File: config.mk
export PLATFORM = sky130hd
export DESIGN_NAME = cordic_vectoring_16
export DESIGN_NICKNAME = d
export VERILOG_FILES = /design/src/rtl/cordic_vectoring_16.sv
export SDC_FILE = /design/constraint.sdc
export NUM_CORES = 1
export LEC_CHECK = 0
export ABC_AREA = 0
export CAP_MARGIN = 20
export CORE_MARGIN = 3
export CORE_UTILIZATION = 35
export CTS_CLUSTER_SIZE = 30
export DETAILED_ROUTE_END_ITERATION = 7
export GPL_TIMING_DRIVEN = 0
export PLACE_DENSITY = 0.52
export RECOVER_POWER = 25
export SLEW_MARGIN = 25
export SYNTH_ARGS = -nofsm -noshare
export SYNTH_HDL_FRONTEND = slang
export SYNTH_SLANG_ARGS = --single-unit
File: constraint.sdc
create_clock -name clk -period 10 [get_ports clk]
set_input_delay 2 -clock clk [delete_from_list [all_inputs] [get_ports clk]]
set_output_delay 2 -clock clk [all_outputs]
set_load 0.02 [all_outputs]
File: src/rtl/cordic_vectoring_16.sv
// Iterative 16-bit CORDIC engine, vectoring mode.
// Converts a Cartesian pair (x, y) into an uncompensated magnitude (gain K~1.6468)
// and a binary-angle phase (32768 = pi), one micro-rotation per clock.
module cordic_vectoring_16 (
    input  logic        clk,
    input  logic        rst,
    input  logic        in_valid,
    output logic        in_ready,
    input  logic [15:0] x_in,
    input  logic [15:0] y_in,
    output logic        out_valid,
    input  logic        out_ready,
    output logic [17:0] mag_out,
    output logic [15:0] angle_out
);

    typedef enum logic [1:0] {
        IDLE = 2'd0,
        ROT  = 2'd1,
        DONE = 2'd2
    } state_t;

    state_t             state_q;
    logic signed [17:0] x_q;
    logic signed [17:0] y_q;
    logic        [15:0] z_q;
    logic        [3:0]  i_q;

    logic signed [17:0] x_ext_s;
    logic signed [17:0] y_ext_s;
    logic signed [17:0] x_pre_s;
    logic signed [17:0] y_pre_s;
    logic        [15:0] z_pre_s;

    logic signed [17:0] x_sh_s;
    logic signed [17:0] y_sh_s;
    logic signed [17:0] x_d;
    logic signed [17:0] y_d;
    logic        [15:0] z_d;

    // arctan(2^-i) in binary-angle units
    function automatic logic [15:0] atan_lut(input logic [3:0] idx);
        logic [15:0] a;
        case (idx)
            4'd0:    a = 16'd8192;
            4'd1:    a = 16'd4836;
            4'd2:    a = 16'd2555;
            4'd3:    a = 16'd1297;
            4'd4:    a = 16'd651;
            4'd5:    a = 16'd326;
            4'd6:    a = 16'd163;
            4'd7:    a = 16'd81;
            4'd8:    a = 16'd41;
            4'd9:    a = 16'd20;
            4'd10:   a = 16'd10;
            4'd11:   a = 16'd5;
            4'd12:   a = 16'd3;
            4'd13:   a = 16'd1;
            4'd14:   a = 16'd1;
            default: a = 16'd0;
        endcase
        return a;
    endfunction

    // Sign-extend before negation so that -(-32768) is representable.
    assign x_ext_s = {{2{x_in[15]}}, x_in};
    assign y_ext_s = {{2{y_in[15]}}, y_in};

    // Pre-rotation into the right half-plane so the iterations converge.
    always_comb begin
        x_pre_s = x_ext_s;
        y_pre_s = y_ext_s;
        z_pre_s = 16'd0;
        if (!x_in[15]) begin
            x_pre_s = x_ext_s;
            y_pre_s = y_ext_s;
            z_pre_s = 16'd0;
        end else if (!y_in[15]) begin
            x_pre_s = y_ext_s;
            y_pre_s = 18'sd0 - x_ext_s;
            z_pre_s = 16'd16384;
        end else begin
            x_pre_s = 18'sd0 - y_ext_s;
            y_pre_s = x_ext_s;
            z_pre_s = 16'hC000;
        end
    end

    assign x_sh_s = x_q >>> i_q;
    assign y_sh_s = y_q >>> i_q;

    // One micro-rotation driving y toward zero, using pre-edge x and y.
    always_comb begin
        x_d = x_q;
        y_d = y_q;
        z_d = z_q;
        if (!y_q[17]) begin
            x_d = x_q + y_sh_s;
            y_d = y_q - x_sh_s;
            z_d = z_q + atan_lut(i_q);
        end else begin
            x_d = x_q - y_sh_s;
            y_d = y_q + x_sh_s;
            z_d = z_q - atan_lut(i_q);
        end
    end

    // Control FSM with registered handshake and result outputs.
    always_ff @(posedge clk) begin
        if (rst) begin
            state_q   <= IDLE;
            in_ready  <= 1'b1;
            out_valid <= 1'b0;
            mag_out   <= 18'd0;
            angle_out <= 16'd0;
            x_q       <= 18'sd0;
            y_q       <= 18'sd0;
            z_q       <= 16'd0;
            i_q       <= 4'd0;
        end else begin
            case (state_q)
                IDLE: begin
                    if (in_valid) begin
                        x_q      <= x_pre_s;
                        y_q      <= y_pre_s;
                        z_q      <= z_pre_s;
                        i_q      <= 4'd0;
                        in_ready <= 1'b0;
                        state_q  <= ROT;
                    end
                end
                ROT: begin
                    x_q <= x_d;
                    y_q <= y_d;
                    z_q <= z_d;
                    if (i_q == 4'd15) begin
                        mag_out   <= $unsigned(x_d);
                        angle_out <= z_d;
                        out_valid <= 1'b1;
                        state_q   <= DONE;
                    end else begin
                        i_q <= i_q + 4'd1;
                    end
                end
                DONE: begin
                    if (out_ready) begin
                        out_valid <= 1'b0;
                        in_ready  <= 1'b1;
                        state_q   <= IDLE;
                    end
                end
                default: begin
                    out_valid <= 1'b0;
                    in_ready  <= 1'b1;
                    state_q   <= IDLE;
                end
            endcase
        end
    end

endmodule
# Yosys cells after proc, flatten, opt, wreduce, memory -nomap -nowiden
# Memories as Yosys holds them, arrays and structs flattened. A register that Yosys moved wholly into a read port is not among the register bits.
# Index checks and enable logic that the tools add are counted.
# Widths: inputs -> output; s select.
[word_totals] regBits=94 romBits=448 word_cells=73 n_memories=2
[op_classes] addsub=9 n_eq_ne=7 shifts=2 muxes=34 bitwise_logic=2 reduce_logical=8
[mem_list] name="(name not given)" depth=16 width=14 read_ports=1 rd_clocked_by_memory_dff=1 write_ports=0 line_no="44" rtl="case (idx)"
[mem_list] name="(name not given)" depth=16 width=14 read_ports=1 rd_clocked_by_memory_dff=1 write_ports=0 line_no="44"
[ops] operator="$mux 18" n=8
[ops] operator="$mux 16" n=6
[ops] operator="$pmux 18 s2" n=2
[ops] operator="$add 18x18->18" n=2
[ops] operator="$sshr 18x4->18" n=2
[ops] operator="$sub 18x18->18" n=2
[ops] operator="$sub 1x16->17 const A" n=2
[ops] operator="$pmux 16 s2" n=1
[ops] operator="$mux 4" n=6
[ops] operator="$add 16x16->16" n=1
[ops] operator="$sub 16x16->16" n=1
[ops] operator="$reduce_and 3->1" n=4
[ops] operator="$ne 2x2->1 const B" n=4
[ops] operator="$pmux 4 s2" n=1
[ops] operator="$mux 2" n=3
[ops] operator="$pmux 1 s3" n=2
[ops] operator="$pmux 2 s3" n=1
[ops] operator="$add 4x1->4 const B" n=1
[ops] operator="$eq 4x4->1 const B" n=1
[ops] operator="$mux 1" n=4
[ops] operator="$reduce_and 2->1" n=2
[ops] operator="$eq 2x1->1 const B" n=1
[ops] operator="$eq 2x2->1 const B" n=1
[ops] operator="$logic_not 2->1" n=1
[ops] operator="other kinds (2)" n=3

# Longest topological paths before layout
# Gate-level depths: netlist of the first run.
[depth] depth_word=5 depth_mapped=23 mapped_depth_nobuf=19

# Worst setup path before layout of the first run
# OpenSTA, ideal clock, no wires.
[synth_timing] path_type="reg2reg" start="register i_q[3]" end="register x_q[17]" setup_time_ps=115 t_arrival_ps=4548 slack_ps=5337 stages_incl_launch_ff=21 n_path_buf=5 path_cell_list="dfxtp_1 > buf_1 > buf_2 > buf_4 > clkbuf_1 > clkbuf_1 > nand2_1 > o21a_1 > ha_1 > and2_1 > a21oi_1 > xnor2_1 > ha_1 > a21oi_1 > or3b_2 > and3_1 > a2111oi_0 > o31ai_1 > xnor2_1 > o221a_1 > nor2_1"
[synth_via] elab_chain_len=4
[synth_lines] element="start, declared" line_no="27" rtl="logic [3:0] i_q;"
[synth_lines] element="start signal, assigned" line_no="142" rtl="i_q <= i_q + 4'd1;"
[synth_lines] element="$sshr 18x4->18 *" line_no="90" rtl="assign y_sh_s = y_q >>> i_q;"
[synth_lines] element="$add 18x18->18 / $sub 18x18->18 (equally long branches)" line_no="98, 102"
[synth_lines] element="$mux 18 *" line_no="97" rtl="if (!y_q[17]) begin"
[synth_lines] element="$pmux 18 s2 *" line_no="121" rtl="case (state_q)"
[synth_lines] element="end signal, assigned" line_no="124" rtl="x_q <= x_pre_s;"
[synth_lines] element="end, declared" line_no="24" rtl="logic signed [17:0] x_q;"
# Mark *: on every way between the ends. The rest lies on a longest branch, timed or not.
# A chain may end at the register's enable or synchronous reset.

# Worst setup path after layout of the first run
# Same ends and word-level chain as after synthesis.

==> impl_metrics.py, run 1 <==
metrics = {
    "worst_setup_path": {
        "setup.worst_path.end": "x_q[17]",
        "cp_cell_sequence": "buf_1 -> buf_2 -> buf_4 -> clkbuf_1 -> clkbuf_1 -> o21a_1 -> ha_1 -> and2_1 -> a21oi_1 -> xnor2_1 -> ha_1 -> a21oi_1 -> or3b_2 -> and3_1 -> a2111oi_0 -> o31ai_1 -> xnor2_1 -> o221a_1 -> nor2_1",
        "crit_path_start_kind": "register",
        "startpoint": "i_q[3]",
        "cp.required_ns": 10.25,
        "rr_worst_depth": 19,
        "critPathMaxFanout": 10,
        "cp_slowest_cell": "a2111oi_0",
        "critPathKind": "register to register",
        "max_stage_delay_ns": 0.62,
        "reg2reg_slack_ns": 3.61,
        "r2r_start": "i_q[3]",
        "r2r_end": "x_q[17]",
        "critPathArrivalTime_ns": 6.64,
        "cp-end-kind": "register",
    },
    "clocking": {
        "cts_made_buffers": 9,
        "cts_resized": 0,
        "clk_pin_slew_ns": 0.09,
        "cts_tree": "built",
        "root_buffer": "clkbuf_16",
        "cts.path.max_buffers": 2,
        "post-cts-setup-buffers": 0,
        "cts_hold_buf": 0,
        "cts_max_level": 3,
        "numClockSinks": 108,
        "clk_latency_ns": 0.36,
    },
    "sta": {
        "slew_viol_final": 0,
        "clock-skew-final_ns": 0.01604,
        "fmax_ghz": 0.1565,
        "setup_tns_ns": 0,
        "max-slew-margin-rel_pct": 40.68,
        "fin_crit_sh_pct": 63.88,
        "layout_min_cycle_time_ns": 6.388,
        "setup_viol": 0,
        "hold_violations": 0,
        "worst_pin_slew_ns": 0.8865,
        "rsz0062_at_grt": "no",
    },
    "pwr": {
        "internal-power_mw": 1.621,
        "power_frac_seq_pct": 19.1,
        "switching_share_pct": 51.72,
        "power_switching_mw": 1.737,
        "p_leak_nw": 4.549,
        "vdd_ir_drop_max_mv": 0.1135,
        "power.density_nw_per_um2": 291.8,
        "comb_power_share_pct": 69.8,
        "p_clk_share_pct": 11.1,
    },
    "placed_design": {
        "dpl.hpwl_um": 29980,
        "place.gp.congestion": 0.9557,
        "dpl_cell_area_um2": 11210,
        "io_buffers": 69,
    },
    "status": {
        "status": "completed",
    },
    "floorplan": {
        "die_y_um": 175.4,
        "fp.dieArea_um2": 30770,
        "coreArea_um2": 28010,
        "die_w_um": 175.4,
        "io_pins": 72,
        "start_util_pct": 35.86,
        "row_count": 61,
    },
    "routing": {
        "vias_per_cell": 5.840,
        "dr_total_vias": 10050,
        "ant_nets": 0,
        "wire_per_inst_um": 22.47,
        "drc_errors": 0,
        "drt_wl_total_um": 38660,
        "firstDrtPassIters": 7,
        "drt_iter0_markers": 840,
    },
    "global_routing": {
        "grt_antenna_before_repair": 1,
        "met3_usage_pct": 5.556,
        "met1_usage_pct": 36.46,
        "use_met2_pct": 36.11,
        "track_usage_pct": 24.70,
        "grt_overflow": 0,
        "grt_pass1_vias": 9420,
        "grt_start_max_net_pins": 22,
        "grt_pass1_wl_um": 58550,
        "top_usage_layer": "met1",
    },
    "synthesis": {
        "seq_area_frac_synth_pct": 21.52,
        "yosysWarnings": 0,
        "postSynthCellCount": 1257,
        "synth_edf_count": 0,
        "synth_nets": 1357,
        "ys_ff_latch": 108,
        "ys_async_sr_fraction_pct": 0,
        "synth.avg_cell_area_um2": 7.992,
        "netlist_area_um2": 10050,
        "yosys_most_used_dff": "dfxtp_1",
        "synth_cell_types": 75,
    },
    "hold_path": {
        "hp-class": "register to register",
    },
    "cells_and_area": {
        "drive_gt1_share_pct": 7.303,
        "fillers": 2908,
        "antennaDiodeCount": 0,
        "area_growth_pct": 14.57,
        "fin_util_pct": 41.09,
        "design_area_um2": 11510,
        "layout.nets": 1437,
    },
    "flow_run": {
        "max_cap_viol_count": 0,
    },
}
[routing by layer]
| layer | wire length [um] | vias up | share of wire, % |
|---|---|---|---|
| met1 | 18240 | 4817 | 47 |
| met2 | 16310 | 407 | 42 |
| li1 | - | 4763 | - |
| met3 | 3141 | 56 | 8.1 |
| met4 | 952 | 2 | 2.5 |
| met5 | 13 | - | 0.034 |
[critical path, delay by kind of cell, from the launching register on]
kind | cells | cell delay [ns]
buffers and inverters | 5 | 1.97
AO/OA/AOI/OAI | 6 | 1.68
AND/OR/NAND/NOR | 4 | 0.92
adder cells (fa/ha/maj) | 2 | 0.75
XOR/XNOR | 2 | 0.56
flip-flops | 1 | 0.39
[final cells by class]
cell class / count / area, um^2 / area share [%]
buffer: 75 / 320.3 / 2.783
clock buffer: 9 / 225.2 / 1.957
clock inverter: 7 / 75.07 / 0.6522
inverter: 38 / 142.6 / 1.239
multi-input combinational: 1036 / 7421 / 64.47
sequential: 108 / 2162 / 18.78
tap: 378 / 473.0 / 4.109
timing repair buffer: 69 / 690.7 / 6.001
[metrics by stage]
stage	power [mW]	hold WS [ns]	instances	setup slack, ns
final	3.359	0.4563	1720	3.612
after detailed placement	2.924	0.4505	1704	3.808
after global placement	2.944	0.4428	1704	3.693
after global routing	3.604	0.4803	1720	3.274
after CTS	3.318	0.4632	1720	3.761
after floorplan	2.261	0.4315	1257	5.337
[kinds of logic (layout without fill, tap and decap cells)]
kind of cell / after synthesis / in the layout / share of synthesized area, %
and+or+nand+nor: 418 / 418 / 18.81
buffers and inverters: 113 / 198 / 4.608
AOI/OAI and AO/OA: 357 / 357 / 22.97
adders and majority gates: 64 / 64 / 8.195
muxes: 92 / 92 / 14.75
DFF: 108 / 108 / 21.52
xor gates and xnor gates: 105 / 105 / 9.154
[layout by cell type, fill, tap and decap left out, types with 14 or more instances in the layout]
| cell | instances |
|---|---|
| dlygate4sd3_1 | 35 |
| ha_1 | 61 |
| mux2i_1 | 34 |
| xnor2_1 | 69 |
| mux4_2 | 34 |
| inv_1 | 34 |
| a21oi_1 | 119 |
| o22ai_1 | 16 |
| clkdlybuf4s50_1 | 34 |
| o21ai_0 | 51 |
| a22oi_1 | 14 |
| a211oi_1 | 30 |
| nor2_1 | 160 |
| nor3_1 | 29 |
| dfxtp_1 | 108 |
| xor2_1 | 36 |
| buf_1 | 15 |
| o21a_1 | 15 |
| clkbuf_1 | 43 |
| nand2_1 | 129 |
| a21o_1 | 16 |
[power by group through the flow]
stage / Clock, mW / Sequential (mW) / Combinational [mW]
CTS: 0.379 / 0.633 / 2.31
detailed placement: 0 / 0.643 / 2.28
finish: 0.372 / 0.643 / 2.34
global route: 0.393 / 0.646 / 2.56
floorplan: 0 / 0.572 / 1.69
global placement: 0 / 0.643 / 2.30
[cells in the mapped netlist, types with 7 or more instances]
cell type | instances | share of area (%)
mux4_1 | 7 | 1.8
a31oi_1 | 13 | 0.81
ha_1 | 61 | 7.6
or3_1 | 13 | 0.81
nor2_1 | 160 | 6.0
a21oi_1 | 119 | 5.9
clkbuf_1 | 43 | 1.6
dfxtp_1 | 108 | 22
mux2i_1 | 34 | 3.4
o211ai_1 | 7 | 0.52
o31ai_1 | 9 | 0.67
mux4_2 | 34 | 7.6
inv_1 | 34 | 1.3
xnor2_1 | 69 | 6.0
nor3_1 | 29 | 1.4
a221oi_1 | 11 | 0.96
nand3_1 | 11 | 0.55
nand2b_1 | 12 | 0.75
o21bai_1 | 7 | 0.52
xor2_1 | 36 | 3.1
a22oi_1 | 14 | 1.0
a21o_1 | 16 | 1.2
mux2_2 | 13 | 1.5
o21ai_0 | 51 | 2.5
and2_1 | 7 | 0.44
nor2b_1 | 13 | 0.81
o22ai_1 | 16 | 1.0
o21a_1 | 15 | 1.1
a211oi_1 | 30 | 2.2
buf_2 | 13 | 0.65
nor4_1 | 11 | 0.69
buf_1 | 15 | 0.56
nand2_1 | 129 | 4.8
[how the worst min path moves through the flow]
stage                 start      endpoint  slack [ns]  cells past startpoint
2_1_floorplan        z_q[9]        z_q[9]        0.43                      2
3_5_place_dp   angle_out[8]  angle_out[8]        0.45                      2
6_report       angle_out[8]  angle_out[8]        0.46                      2
3_3_place_gp     mag_out[4]    mag_out[4]        0.44                      2
5_1_grt          mag_out[4]    mag_out[4]        0.48                      2
4_1_cts        angle_out[8]  angle_out[8]        0.46                      2
Power figures use the tool's default switching activity.
==> run 2: changes to the inputs <==
- PLACE_DENSITY: 0.52 -> 0.54
- clock period: 10 -> 5.8 ns (I/O delays scaled with it)
==> run 2 against run 1 <==
Effect of this change: critical path depth grew 2; critical path type unchanged; die area is the same; cell count is essentially flat; first-iteration DRC count grew 5.7%.
==> impl_metrics.py, run 2 (synthesis results as in run 1) <==
metrics = {
    "floorplan": {
        "io_pins": 72,
        "die_y_um": 175.4,
        "start_util_pct": 35.86,
        "coreArea_um2": 28010,
        "fp.dieArea_um2": 30770,
        "die_w_um": 175.4,
        "row_count": 61,
    },
    "cells_and_area": {
        "final_common_cell": "nor2_1",
        "area_growth_pct": 15.17,
        "fin_util_pct": 41.31,
        "drive_gt1_share_pct": 8.116,
        "fillers": 2883,
        "final_cell_mix": "nor2_1 (160), nand2_1 (129), a21oi_1 (119)",
        "layout.nets": 1438,
        "antennaDiodeCount": 0,
    },
    "clocking": {
        "numClockSinks": 108,
        "cts_max_level": 3,
        "root_buffer": "clkbuf_16",
        "cts.path.max_buffers": 2,
        "cts_hold_buf": 0,
        "cts_tree": "built",
        "cts_made_buffers": 9,
        "clk_latency_ns": 0.37,
        "clk_pin_slew_ns": 0.08,
    },
    "worst_setup_path": {
        "critPathArrivalTime_ns": 5.80,
        "cp-end-kind": "register",
        "crit_path_start_kind": "register",
        "cp.required_ns": 6.09,
        "reg2reg_slack_ns": 0.29,
        "critPathKind": "register to register",
        "critPathMaxFanout": 10,
    },
    "sta": {
        "clock-skew-final_ns": 0.01294,
        "fmax_ghz": 0.1815,
        "slew_viol_final": 0,
        "setup_viol": 0,
        "fin_crit_sh_pct": 95.02,
        "worst_pin_slew_ns": 0.8859,
        "setup_tns_ns": 0,
        "hold_ws_ns": 0.4569,
        "layout_min_cycle_time_ns": 5.511,
        "hold_violations": 0,
        "max-slew-margin-rel_pct": 40.66,
    },
    "flow_run": {
        "max_cap_viol_count": 0,
    },
    "global_routing": {
        "grt_overflow": 0,
        "grt_pass1_vias": 9616,
        "track_usage_pct": 24.90,
        "grt_start_max_net_pins": 22,
        "grt_antenna_before_repair": 0,
        "grt_pass1_wl_um": 59020,
    },
    "status": {
        "status": "completed",
    },
    "pwr": {
        "power.density_nw_per_um2": 502.0,
        "finalPower_mw": 5.808,
        "p_leak_nw": 4.580,
        "vdd_ir_drop_max_mv": 0.2873,
    },
    "routing": {
        "vias_per_cell": 5.911,
        "wire_per_inst_um": 22.42,
        "firstDrtPassIters": 7,
        "drc_errors": 0,
        "drt_iter0_markers": 888,
        "ant_nets": 0,
        "drt_wl_total_um": 38590,
        "dr_total_vias": 10170,
    },
    "placed_design": {
        "place.gp.congestion": 1.009,
        "io_buffers": 69,
        "dpl.hpwl_um": 29810,
    },
    "hold_path": {
        "hp-class": "register to register",
    },
}
## run 2: changes by cell type in the layout (fill, tap and decap cells not counted), moves of 3 or more
cell | before | now
buf_2 | 13 | 10
clkbuf_2 | 0 | 3
clkbuf_4 | 0 | 5
clkbuf_1 | 43 | 39
## run 2: critical path: stages, from the launching register on
cell and delay (ns):
dfxtp_1 0.33, buf_2 0.18, buf_2 0.31, clkbuf_4 0.33, mux4_2 0.53, nand2_1 0.10
a21boi_0 0.18, o21a_1 0.28, ha_1 0.32, and2_1 0.19, a21oi_1 0.10, xnor2_2 0.22
ha_1 0.40, a21oi_1 0.09, or3b_2 0.46, and3_1 0.24, a2111oi_2 0.40, o31ai_1 0.16
xnor2_1 0.14, buf_4 0.15, and3_1 0.17, nor3_1 0.15
## run 2: metal layers
metal / vias to the layer above / wire (um) / track usage, %
met5: - / 0 / 0
met4: 0 / 1121 / 7.423
met3: 63 / 3217 / 5.210
met2: 426 / 16530 / 37.17
met1: 4916 / 17730 / 36.13
li1: 4768 / - / -
## run 2: timing repair
| item | CTS | global route |
|---|---|---|
| resized for setup | 4 | 15 |
| setup buffers | 0 | 1 |
| setup endpoints to repair | 8 | 10 |
| pin swaps | 0 | 1 |
## run 2: area by class of cell
| class | count | area [um^2] | share of cell area [%] |
|---|---|---|---|
| inverter | 38 | 142.6 | 1.233 |
| multi-input combinational | 1036 | 7455 | 64.43 |
| buffer | 75 | 339.1 | 2.931 |
| tap | 378 | 473.0 | 4.088 |
| clock inverter | 7 | 75.07 | 0.6489 |
| timing repair buffer | 70 | 698.2 | 6.034 |
| sequential | 108 | 2162 | 18.69 |
| clock buffer | 9 | 225.2 | 1.947 |
## run 2: stage by stage
stage / instance area, um^2 / worst slack, ns / instances
5_1_grt: 11570 / -0.01529 / 1721
2_1_floorplan: 10050 / 1.137 / 1257
3_5_place_dp: 11210 / -0.2444 / 1704
6_report: 11570 / 0.2891 / 1721
3_3_place_gp: 11210 / -0.2905 / 1704
4_1_cts: 11510 / 0.07221 / 1720
## run 2: final timing paths
kind,startpoint,to,depth (start not counted)
max,i_q[1],mag_out[17],21
max reg2reg,i_q[1],mag_out[17],21
min,mag_out[5],mag_out[5],2
min reg2reg,mag_out[5],mag_out[5],2
## run 2: where the power goes
part	switching [mW]	internal, mW	total (mW)
Sequential	0.247	0.862	1.11
Combinational	2.42	1.64	4.06
Clock	0.331	0.307	0.638
Total	3.00	2.81	5.81
==> run 3: changes to the inputs <==
- CTS_CLUSTER_DIAMETER: not set -> 60
==> results of run 3 <==
Same layout as run 2: the final DEF is identical, and so are final timing and power.
